$ cat config.mk
export PLATFORM = sky130hd
export DESIGN_NAME = hazard_unit
export DESIGN_NICKNAME = d
export VERILOG_FILES = /design/src/rtl/fewcore_pkg.sv /design/src/rtl/hazard_scoreboard.sv /design/src/rtl/hazard_unit.sv
export SDC_FILE = /design/constraint.sdc
export NUM_CORES = 1
export LEC_CHECK = 0
export CORE_MARGIN = 3
export CORE_UTILIZATION = 40
export DETAILED_ROUTE_END_ITERATION = 16
export HOLD_SLACK_MARGIN = 0.02
export PLACE_DENSITY = 0.75
export RECOVER_POWER = 50
export SLEW_MARGIN = 20
export SYNTH_ARGS = -nofsm -noshare
export SYNTH_HDL_FRONTEND = slang
export SYNTH_SLANG_ARGS = --single-unit
$ cat constraint.sdc
create_clock -name clk -period 1.58 [get_ports clk]
set_input_delay 0.316 -clock clk [delete_from_list [all_inputs] [get_ports clk]]
set_output_delay 0.316 -clock clk [all_outputs]
set_load 0.005 [all_outputs]
$ cat src/rtl/fewcore_pkg.sv
// rtl/fewcore_pkg.sv - shared types and constants for the fewcore pipeline control
package fewcore_pkg;

  // Default architectural register index width (16 registers)
  localparam int HZ_REG_AW_DEF = 4;

  // Forwarding select value meaning "read the register file"
  localparam int FWD_REGFILE = 0;

  typedef enum logic [1:0] {
    HZ_RUN,
    HZ_STALL,
    HZ_FLUSH
  } hz_state_t;

endpackage

$ cat src/rtl/hazard_scoreboard.sv
// rtl/hazard_scoreboard.sv - in-flight writer shift register with per-stage source match vectors
module hazard_scoreboard #(
  parameter int REG_AW   = 4,
  parameter int N_STAGES = 2
) (
  input  logic                clk,
  input  logic                reset,
  input  logic                ins_en,
  input  logic [REG_AW-1:0]   ins_rd,
  input  logic                ins_we,
  input  logic                ins_ld,
  input  logic [REG_AW-1:0]   rs1,
  input  logic [REG_AW-1:0]   rs2,
  output logic [N_STAGES-1:0] hit_rs1,
  output logic [N_STAGES-1:0] hit_rs2,
  output logic [N_STAGES-1:0] ld_vec
);

  // Bit/element k holds stage k+1 (element 0 = execute)
  logic [N_STAGES-1:0] v_q;
  logic [N_STAGES-1:0] we_q;
  logic [N_STAGES-1:0] ld_q;
  logic [REG_AW-1:0]   rd_q [N_STAGES];

  // Advance every entry one stage; a non-inserted slot enters as invalid
  always_ff @(posedge clk or posedge reset) begin
    if (reset) begin
      v_q  <= '0;
      we_q <= '0;
      ld_q <= '0;
      for (int k = 0; k < N_STAGES; k++) begin
        rd_q[k] <= '0;
      end
    end else begin
      v_q[0]  <= ins_en;
      we_q[0] <= ins_we;
      ld_q[0] <= ins_ld;
      rd_q[0] <= ins_rd;
      for (int k = 1; k < N_STAGES; k++) begin
        v_q[k]  <= v_q[k-1];
        we_q[k] <= we_q[k-1];
        ld_q[k] <= ld_q[k-1];
        rd_q[k] <= rd_q[k-1];
      end
    end
  end

  // Raw per-stage matches; zero-register masking is applied by the consumer
  always_comb begin
    hit_rs1 = '0;
    hit_rs2 = '0;
    for (int k = 0; k < N_STAGES; k++) begin
      hit_rs1[k] = v_q[k] & we_q[k] & (rd_q[k] == rs1);
      hit_rs2[k] = v_q[k] & we_q[k] & (rd_q[k] == rs2);
    end
  end

  assign ld_vec = ld_q & v_q;

endmodule

$ cat src/rtl/hazard_unit.sv
// rtl/hazard_unit.sv - forwarding select, load-use stall and branch flush controller
module hazard_unit
  import fewcore_pkg::*;
#(
  parameter int REG_AW    = HZ_REG_AW_DEF,
  parameter int N_STAGES  = 2,
  parameter int LOAD_LAT  = 1,
  parameter int FLUSH_CYC = 1,
  parameter int ZERO_REG  = 1,
  localparam int SELW     = $clog2(N_STAGES + 1)
) (
  input  logic              clk,
  input  logic              reset,
  input  logic              dec_valid,
  input  logic [REG_AW-1:0] dec_rs1,
  input  logic [REG_AW-1:0] dec_rs2,
  input  logic [REG_AW-1:0] dec_rd,
  input  logic              dec_we,
  input  logic              dec_is_load,
  input  logic              branch_taken,
  output logic              stall,
  output logic              bubble,
  output logic              flush,
  output logic [SELW-1:0]   fwd_rs1,
  output logic [SELW-1:0]   fwd_rs2
);

  // The branch cycle itself kills one slot; the counter covers the rest
  localparam logic [1:0] FLUSH_RELOAD = 2'(FLUSH_CYC - 1);

  logic [N_STAGES-1:0] hit_rs1, hit_rs2, ld_vec;
  logic [N_STAGES-1:0] m_rs1, m_rs2, ld_win;
  logic                stall_req, ins_en;
  hz_state_t           state_q, state_d;
  logic [1:0]          cnt_q, cnt_d;

  hazard_scoreboard #(
    .REG_AW   (REG_AW),
    .N_STAGES (N_STAGES)
  ) u_scoreboard (
    .clk     (clk),
    .reset   (reset),
    .ins_en  (ins_en),
    .ins_rd  (dec_rd),
    .ins_we  (dec_we),
    .ins_ld  (dec_is_load),
    .rs1     (dec_rs1),
    .rs2     (dec_rs2),
    .hit_rs1 (hit_rs1),
    .hit_rs2 (hit_rs2),
    .ld_vec  (ld_vec)
  );

  // Mask hard-wired zero register and build the load-not-ready window
  always_comb begin
    m_rs1  = hit_rs1 & {N_STAGES{!((ZERO_REG != 0) && (dec_rs1 == '0))}};
    m_rs2  = hit_rs2 & {N_STAGES{!((ZERO_REG != 0) && (dec_rs2 == '0))}};
    ld_win = '0;
    for (int k = 0; k < N_STAGES; k++) begin
      ld_win[k] = (k < LOAD_LAT);
    end
    stall_req = dec_valid & (|((m_rs1 | m_rs2) & ld_vec & ld_win));
  end

  // Youngest matching stage wins: scan oldest to youngest, last hit sticks
  always_comb begin
    fwd_rs1 = SELW'(FWD_REGFILE);
    fwd_rs2 = SELW'(FWD_REGFILE);
    for (int k = N_STAGES - 1; k >= 0; k--) begin
      if (m_rs1[k]) fwd_rs1 = SELW'(k + 1);
      if (m_rs2[k]) fwd_rs2 = SELW'(k + 1);
    end
  end

  // Flush dominates stall; nothing enters the scoreboard while either is active
  always_comb begin
    flush  = !reset & (branch_taken | (state_q == HZ_FLUSH));
    stall  = stall_req & !flush;
    bubble = stall;
    ins_en = dec_valid & !stall & !flush;
  end

  // State and flush counter register
  always_ff @(posedge clk or posedge reset) begin
    if (reset) begin
      state_q <= HZ_RUN;
      cnt_q   <= 2'd0;
    end else begin
      state_q <= state_d;
      cnt_q   <= cnt_d;
    end
  end

  // Next state: branch_taken > flush in progress > load-use stall
  always_comb begin
    state_d = state_q;
    cnt_d   = cnt_q;
    if (branch_taken) begin
      if (FLUSH_RELOAD != 2'd0) begin
        state_d = HZ_FLUSH;
        cnt_d   = FLUSH_RELOAD;
      end else begin
        state_d = HZ_RUN;
        cnt_d   = 2'd0;
      end
    end else if (state_q == HZ_FLUSH) begin
      if (cnt_q <= 2'd1) begin
        state_d = HZ_RUN;
        cnt_d   = 2'd0;
      end else begin
        cnt_d   = cnt_q - 2'd1;
      end
    end else if (stall_req) begin
      state_d = HZ_STALL;
    end else begin
      state_d = HZ_RUN;
    end
  end

endmodule

==> impl_results.md, run 1 <==
* Hold slack at 409 ps
* Crit-path most repeated cell: o21a_1
* DR pass1 iterations at 4
* Switching Fraction at 23.2%
* Slew Viols, Final at 0
* Net switching power at 0.164 mW
* Setup crit end kind: primary output
* Rows at 13
* Maxcap violations at 0
* # port buffers at 24
* Grt ovf at 0
* Area contributors post-synth: dfrtp_1 53%, xnor2_1 17%, nor3_1 6.5%
* FF-to-FF Start: u_scoreboard.rd_q[7]
* Placeable Area at 1370 sq um
* Overall routing resource usage at 19.8%
* Post-route setup slack at -343 ps
* Iter 0 DRT Violations at 4
* Yosys warnings at 0
* CP max-delay cell: dfrtp_1
* Most frequent cells after synthesis: 13 x dfrtp_1, 12 x xnor2_1, 8 x nor3_1, 4 x nand4_1, 3 x nand2_1
* Antenna violations before repair at 0
* Nets at 131
* Drc violations at 0
* Hold_buf cts at 0
* Initial Util at 45.2%
* Peak VDD IR at 0.000697 V
* WL/cell at 13.3 um
* Yosys top cell area share at 52.6%
* Mean Syn Cell Area at 11.0 sq um
* Status: finished with violations
* Vias in the first global route at 640
* Combinational Power Share at 21.8%
* Via count at 585
* Layout cell share with drive strength beyond 1 at 41.1%
* Period minus WS final at 1920 ps
* Synth Net Count at 74
* Worst r2r path cells at 11
* Max clock buf depth at 2
* Worst skew pair latency at 260 ps
* Relative slew slack at 69.9%
* #FFs+latches synth at 13
* GPL Wtd Cong at 0.765
* Area grow syn2layout at 85.6%
* Hold Path Class: flop to flop
* Asr flop ratio synth at 100%
* Seq/Total Area, Yosys at 52.6%
* First-pass GRT wire length at 2810 um
* PwrDens at 617 nW/um^2
* Number of vias per cell at 4.61
* Post-synth cell types at 18
* Synth Instances at 56
* Int Power at 0.544 mW
* Clk sinks at 13
* Final Hold Viols at 0
* Syn Std Cell Area at 618 sq um
* WS Path Type: flop to primary output
* Worst slew pin tran at 451 ps
* Fmax at 0.520 GHz
* Clk_skew at 4.07 ps
* Num ports at 25
* Reg-to-reg slack, setup at -270 ps
* Synth Flop Type: dfrtp_1
* Most common cell in the netlist: dfrtp_1
* Min-delay src: u_scoreboard.we_q[0]
* CP required at 1260 ps
* Root buf cell: clkbuf_4
* Die width at 45.3 um
* Final setup vio count at 7
* Hold Path Depth at 0
* Post-synth EDFFs at 0
* Max stage delay on crit path at 430 ps
* Leakage at 0.516 nW
* WP data arrival at 1610 ps
* Worst-path clk slew at 70 ps
* Number of CTS-inserted buffers at 3
* CTS HTree Levels at 1
* Worst r2r dst: u_scoreboard.v_q[0]
* Critical Path Fanout Max at 4
* Failing checks: setup timing
* Die Area at 2050 sq um
* Pin count of the biggest net entering global routing at 14
* ANT cells at 0
* Post-synth top area cell: dfrtp_1
* Crit path cell chain: or2_0, o21a_1, nor2_2, buf_4, o21a_1, buf_2
* Final Util at 84.0%
* WHS Endpoint: u_scoreboard.we_q[1]
* Worst Setup Start Kind: flop
* RSZ-0062 raised after global routing: true
* Die Span Y at 45.3 um
* Tcrit/Tclk final at 122%
* Register share of total power at 51.8%
* Power share of the clock group at 26.4%
* Dpl hpwl at 1240 um
* Routed wire length at 1690 um
* CTS tree: built
* Antenna-violating nets left at 0
-- layout make-up --
| type | instances | area (sq um) |
|---|---|---|
| sequential | 13 | 325 |
| clock buffer | 4 | 26.3 |
| timing repair buffer | 53 | 459 |
| multi-input combinational | 41 | 314 |
| tap | 15 | 18.8 |
| fill | 90 | 219 |
| inverter | 1 | 3.75 |
-- repair_timing --
item / in CTS / in global routing
pin swaps: 13 / 3
resized for setup: 50 / 1
buffers inserted: 15 / 3
setup endpoints to repair: 7 / 7
-- metal layers --
metal,wire [um],track usage [%],vias to the layer above
li1,-,-,304
met1,730,24.7,267
met2,913,32.8,12
met3,38,2.39,2
met4,9,11.1,0
met5,0,0,-
-- power groups by stage --
| stage | Combinational, mW | Sequential [mW] | Clock (mW) |
|---|---|---|---|
| after floorplan | 0.0544 | 0.368 | 0 |
| after global placement | 0.137 | 0.371 | 0 |
| after detailed placement | 0.140 | 0.373 | 0 |
| after CTS | 0.154 | 0.366 | 0.196 |
| after global routing | 0.169 | 0.368 | 0.223 |
| final | 0.154 | 0.367 | 0.187 |
-- stage by stage --
stage	instance area [sq um]	power (mW)	worst slack, ps	std cells	setup TNS (ps)
after floorplan	618	0.422	51.1	56	0
after global placement	967	0.508	-775	107	-4780
after global routing	1150	0.760	-417	127	-2610
final	1150	0.708	-343	127	-2050
after detailed placement	967	0.513	-816	107	-4960
after CTS	1120	0.715	-324	124	-1840
-- registers in the layout, indices dropped and copies added (netlist names) --
signal,flops
u_scoreboard.we_q,2
u_scoreboard.ld_q,1
u_scoreboard.v_q,2
u_scoreboard.rd_q,8
-- how the worst max path moves through the flow --
stage	from	to	slack, ps	cells after the start
3_3_place_gp	dec_rs1[0]	fwd_rs1[1]	-780	7
5_1_grt	u_scoreboard.rd_q[4]	stall	-420	7
3_5_place_dp	dec_rs1[0]	fwd_rs1[1]	-820	7
6_report	u_scoreboard.rd_q[5]	stall	-340	6
2_1_floorplan	u_scoreboard.rd_q[5]	stall	50	5
4_1_cts	u_scoreboard.rd_q[7]	stall	-320	5
-- worst max-delay path, delay by kind of cell (launching register included) --
kind	cells	cell delay (ps)
compound gates	2	310
flops	1	430
buf+inv	2	220
simple gates	2	380
-- cells by family after synthesis --
logic type	synth area share, %
DFF	52.6
xor gates and xnor gates	17.0
buffers and inverters	1.82
AOI/OAI and AO/OA	8.10
and+or+nand+nor	20.4
-- layout by cell type (no fill, tap or decap) --
| master | count |
|---|---|
| nor3_1 | 4 |
| clkbuf_1 | 2 |
| nor3_2 | 4 |
| a21oi_1 | 2 |
| nor2_1 | 1 |
| o21a_1 | 2 |
| clkdlybuf4s50_1 | 2 |
| buf_6 | 11 |
| xnor2_2 | 1 |
| and2_4 | 1 |
| dlygate4sd2_1 | 9 |
| a21oi_4 | 1 |
| or3_4 | 1 |
| or2_0 | 1 |
| buf_4 | 18 |
| buf_2 | 4 |
| clkbuf_4 | 4 |
| nand2b_1 | 1 |
| xnor2_1 | 11 |
| nand2_1 | 3 |
| nor2b_1 | 1 |
| dlygate4sd3_1 | 7 |
| and2_0 | 1 |
| dfrtp_1 | 13 |
| inv_1 | 1 |
| a311oi_1 | 1 |
| nand4_1 | 4 |
| nor2_2 | 1 |
Power figures use the tool's default switching activity.
==> run 2, diff against run 1 <==
--- a/config.mk
+++ b/config.mk
@@ -6,11 +6,13 @@
 export NUM_CORES = 1
 export LEC_CHECK = 0
 export CORE_MARGIN = 3
-export CORE_UTILIZATION = 40
+export CORE_UTILIZATION = 39
 export DETAILED_ROUTE_END_ITERATION = 16
+export GPL_TIMING_DRIVEN = 0
 export HOLD_SLACK_MARGIN = 0.02
-export PLACE_DENSITY = 0.75
+export PLACE_DENSITY = 0.73
 export RECOVER_POWER = 50
+export SETUP_SLACK_MARGIN = 0.5
 export SLEW_MARGIN = 20
 export SYNTH_ARGS = -nofsm -noshare
 export SYNTH_HDL_FRONTEND = slang
==> run 2 against run 1 <==
Net effect: the flow still finishes with violations (setup timing); worst setup slack gained 31 ps; non-clock buffer count shrank 20; largest power group unchanged; largest cell class is now flip-flops and latches; sequential cell count is the same; sequential power is essentially flat; global-route usage shrank 3.8 points; worst hold slack lost 160 ps.
==> impl_results.md, run 2 (synthesis results as in run 1) <==
* Int Power at 0.519 mW (-4.6%)
* Num ports at 25 (unchanged)
* Die Span Y at 45.8 um (+1.1%)
* Final Cell Area at 993 sq um (-13%)
* Iter 0 DRT Violations at 4 (unchanged)
* Die width at 45.8 um (+1.1%)
* Hold_buf cts at 0 (unchanged)
* Drc violations at 0 (unchanged)
* Largest register FFs at 8 (unchanged)
* Pin count of the biggest net entering global routing at 14 (unchanged)
* Tcrit/Tclk final at 120% (-1.9 points)
* Rows at 13 (unchanged)
* Power share of the clock group at 28.6% (+2.2 points)
* Met3 Wirelength at 58 um (+53%)
* Max clock buf depth at 2 (unchanged)
* Fmax at 0.528 GHz (+1.6%)
* Placeable Area at 1400 sq um (+2.4%)
* Register area at 325 sq um (unchanged)
* Commonest non-fill, non-tap cell in the layout: dfrtp_1
* DP Cell Count at 95 (-11%)
* Net switching power at 0.172 mW (+4.5%)
* Overall routing resource usage at 16.0% (-3.8 points)
* CTS HTree Levels at 1 (unchanged)
* Initial Util at 44.2% (-1.1 points)
* Antenna violations before repair at 0 (unchanged)
* Combinational Power Share at 18.4% (-3.4 points)
* Vias in the first global route at 544 (-15%)
* Post-route setup slack at -312 ps (+30.7 ps)
* Hold Path Class: input port to async pin
* Post-Layout Cell Count at 107 (-16%)
* Routed wire length at 1440 um (-15%)
* Final Hold Viols at 0 (unchanged)
* CP required at 1260 ps (about the same)
* First-pass GRT wire length at 2260 um (-20%)
* RSZ-0062 raised after global routing: true
* Nets at 111 (-15%)
* Biggest register: u_scoreboard.rd_q
* Worst slew pin tran at 456 ps (+4.95 ps)
* Total negative slack at -1350 ps (+705 ps)
* WP data arrival at 1580 ps (-30 ps)
* GPL Wtd Cong at 0.739 (-3.3%)
* Via count at 535 (-8.5%)
* Hold slack at 246 ps (-162 ps)
* Slew Viols, Final at 0 (unchanged)
* PwrDens at 695 nW/um^2 (+13%)
* Antenna-violating nets left at 0 (unchanged)
* Worst skew pair latency at 270 ps (about the same)
* Area grow syn2layout at 60.7%
* Grt ovf at 0 (unchanged)
* Number of vias per cell at 5.00 (+8.5%)
* Final setup vio count at 6 (-1)
* DR pass1 iterations at 2 (-2)
* Die Area at 2100 sq um (+2.2%)
* Setup crit end kind: primary output
* Worst r2r path cells at 8 (-3)
* Footprint of the multi-input gates at 320 sq um (+2.0%)
* Peak VDD IR at 0.000725 V (+4.1%)
* WL/cell at 13.5 um (+1.3%)
* FF-to-FF Start: u_scoreboard.rd_q[5]
* Status: finished with violations
* Fillers at 102 (+13%)
* Critical Path Fanout Max at 3 (-1)
* Most frequent cells in the layout: 13 x dfrtp_1, 11 x xnor2_1, 6 x buf_4, 6 x buf_6
* Worst Setup Start Kind: flop
* CTS tree: built
* Total power at 0.690 mW (-2.5%)
* Leakage at 0.421 nW (-19%)
* WS Path Type: flop to primary output
* Clk_skew at 4.87 ps (+0.799 ps)
* Period minus WS final at 1890 ps (-30.7 ps)
* Largest regs: u_scoreboard.rd_q (8), u_scoreboard.v_q (2), u_scoreboard.we_q (2)
* Maxcap violations at 0 (unchanged)
* Number of CTS-inserted buffers at 3 (unchanged)
* Root buf cell: clkbuf_4
* Switching Fraction at 24.9% (+1.7 points)
* DR top layer: met4
* M1 WL at 616 um (-16%)
* Relative slew slack at 69.6% (-0.33 points)
* Cell Area, Placed at 880 sq um (-9.1%)
* Crit path launch: u_scoreboard.rd_q[5]
* Clk sinks at 13 (unchanged)
* Reg-to-reg slack, setup at 50 ps (+320 ps)
* Worst-path clk slew at 80 ps (about the same)
* Failing checks: setup timing
* Layout cell share with drive strength beyond 1 at 32.6% (-8.5 points)
* Dpl hpwl at 1010 um (-19%)
* Worst r2r dst: u_scoreboard.v_q[0]
* Register share of total power at 53.0% (+1.2 points)
* # port buffers at 24 (unchanged)
* ANT cells at 0 (unchanged)
* Routed met2 length at 738 um (-19%)
## run 2: cell count changes in the layout (fill, tap and decap cells not counted), moves of 2 or more
| cell | delta |
|---|---|
| dlygate4sd2_1 | -4 |
| clkbuf_1 | -2 |
| dlygate4sd3_1 | -3 |
| buf_4 | -12 |
| clkdlybuf4s15_1 | +3 |
| buf_6 | -5 |
## run 2: area by class of cell
class	instances	share of cell area, %
Clock inverter	1	0.504
Sequential cell	13	32.7
Timing Repair Buffer	32	29.2
Buffer	1	0.756
Tap cell	15	1.89
Multi-Input combinational cell	41	32.2
Clock buffer	3	2.27
Inverter	1	0.378
## run 2: worst max-delay path by stage
stage,end,depth (start not counted)
after floorplan,stall,4
after global placement,stall,7
after detailed placement,stall,7
after CTS,stall,7
after global routing,stall,7
final,stall,7
## run 2: stage by stage
stage / setup slack [ps] / util, %
2_1_floorplan: 55.9 / -
3_3_place_gp: -947 / 62.9
3_5_place_dp: -956 / 62.9
4_1_cts: -338 / 70.0
5_1_grt: -396 / 71.0
6_report: -312 / 71.0
## run 2: layer usage
metal | track usage [%] | up-vias
li1 | - | 265
met1 | 18.6 | 251
met2 | 26.2 | 15
met3 | 2.37 | 4
met4 | 11.9 | 0
met5 | 0 | -
## run 2: what timing repair did
action | in CTS | in global routing
setup endpoints to repair | 8 | 7
pin swaps | 11 | 6
endpoints found under the hold margin | 0 | 0
setup buffers | 6 | 2
resized for setup | 58 | 0
## run 2: power by group through the flow
| stage | registers, mW | clock network [mW] | logic (mW) |
|---|---|---|---|
| floorplan | 0.368 | 0 | 0.0549 |
| global placement | 0.372 | 0 | 0.115 |
| detailed placement | 0.372 | 0 | 0.117 |
| CTS | 0.366 | 0.211 | 0.126 |
| global route | 0.368 | 0.227 | 0.138 |
| finish | 0.366 | 0.198 | 0.127 |
## run 2: worst max-delay path, cell delays in order, from the launching register on
cell and delay [ps]:
dfrtp_1 410, buf_6 140, xnor2_2 100, nand4_1 160, a21oi_4 170, o21a_1 140, buf_4 110, buf_6 80
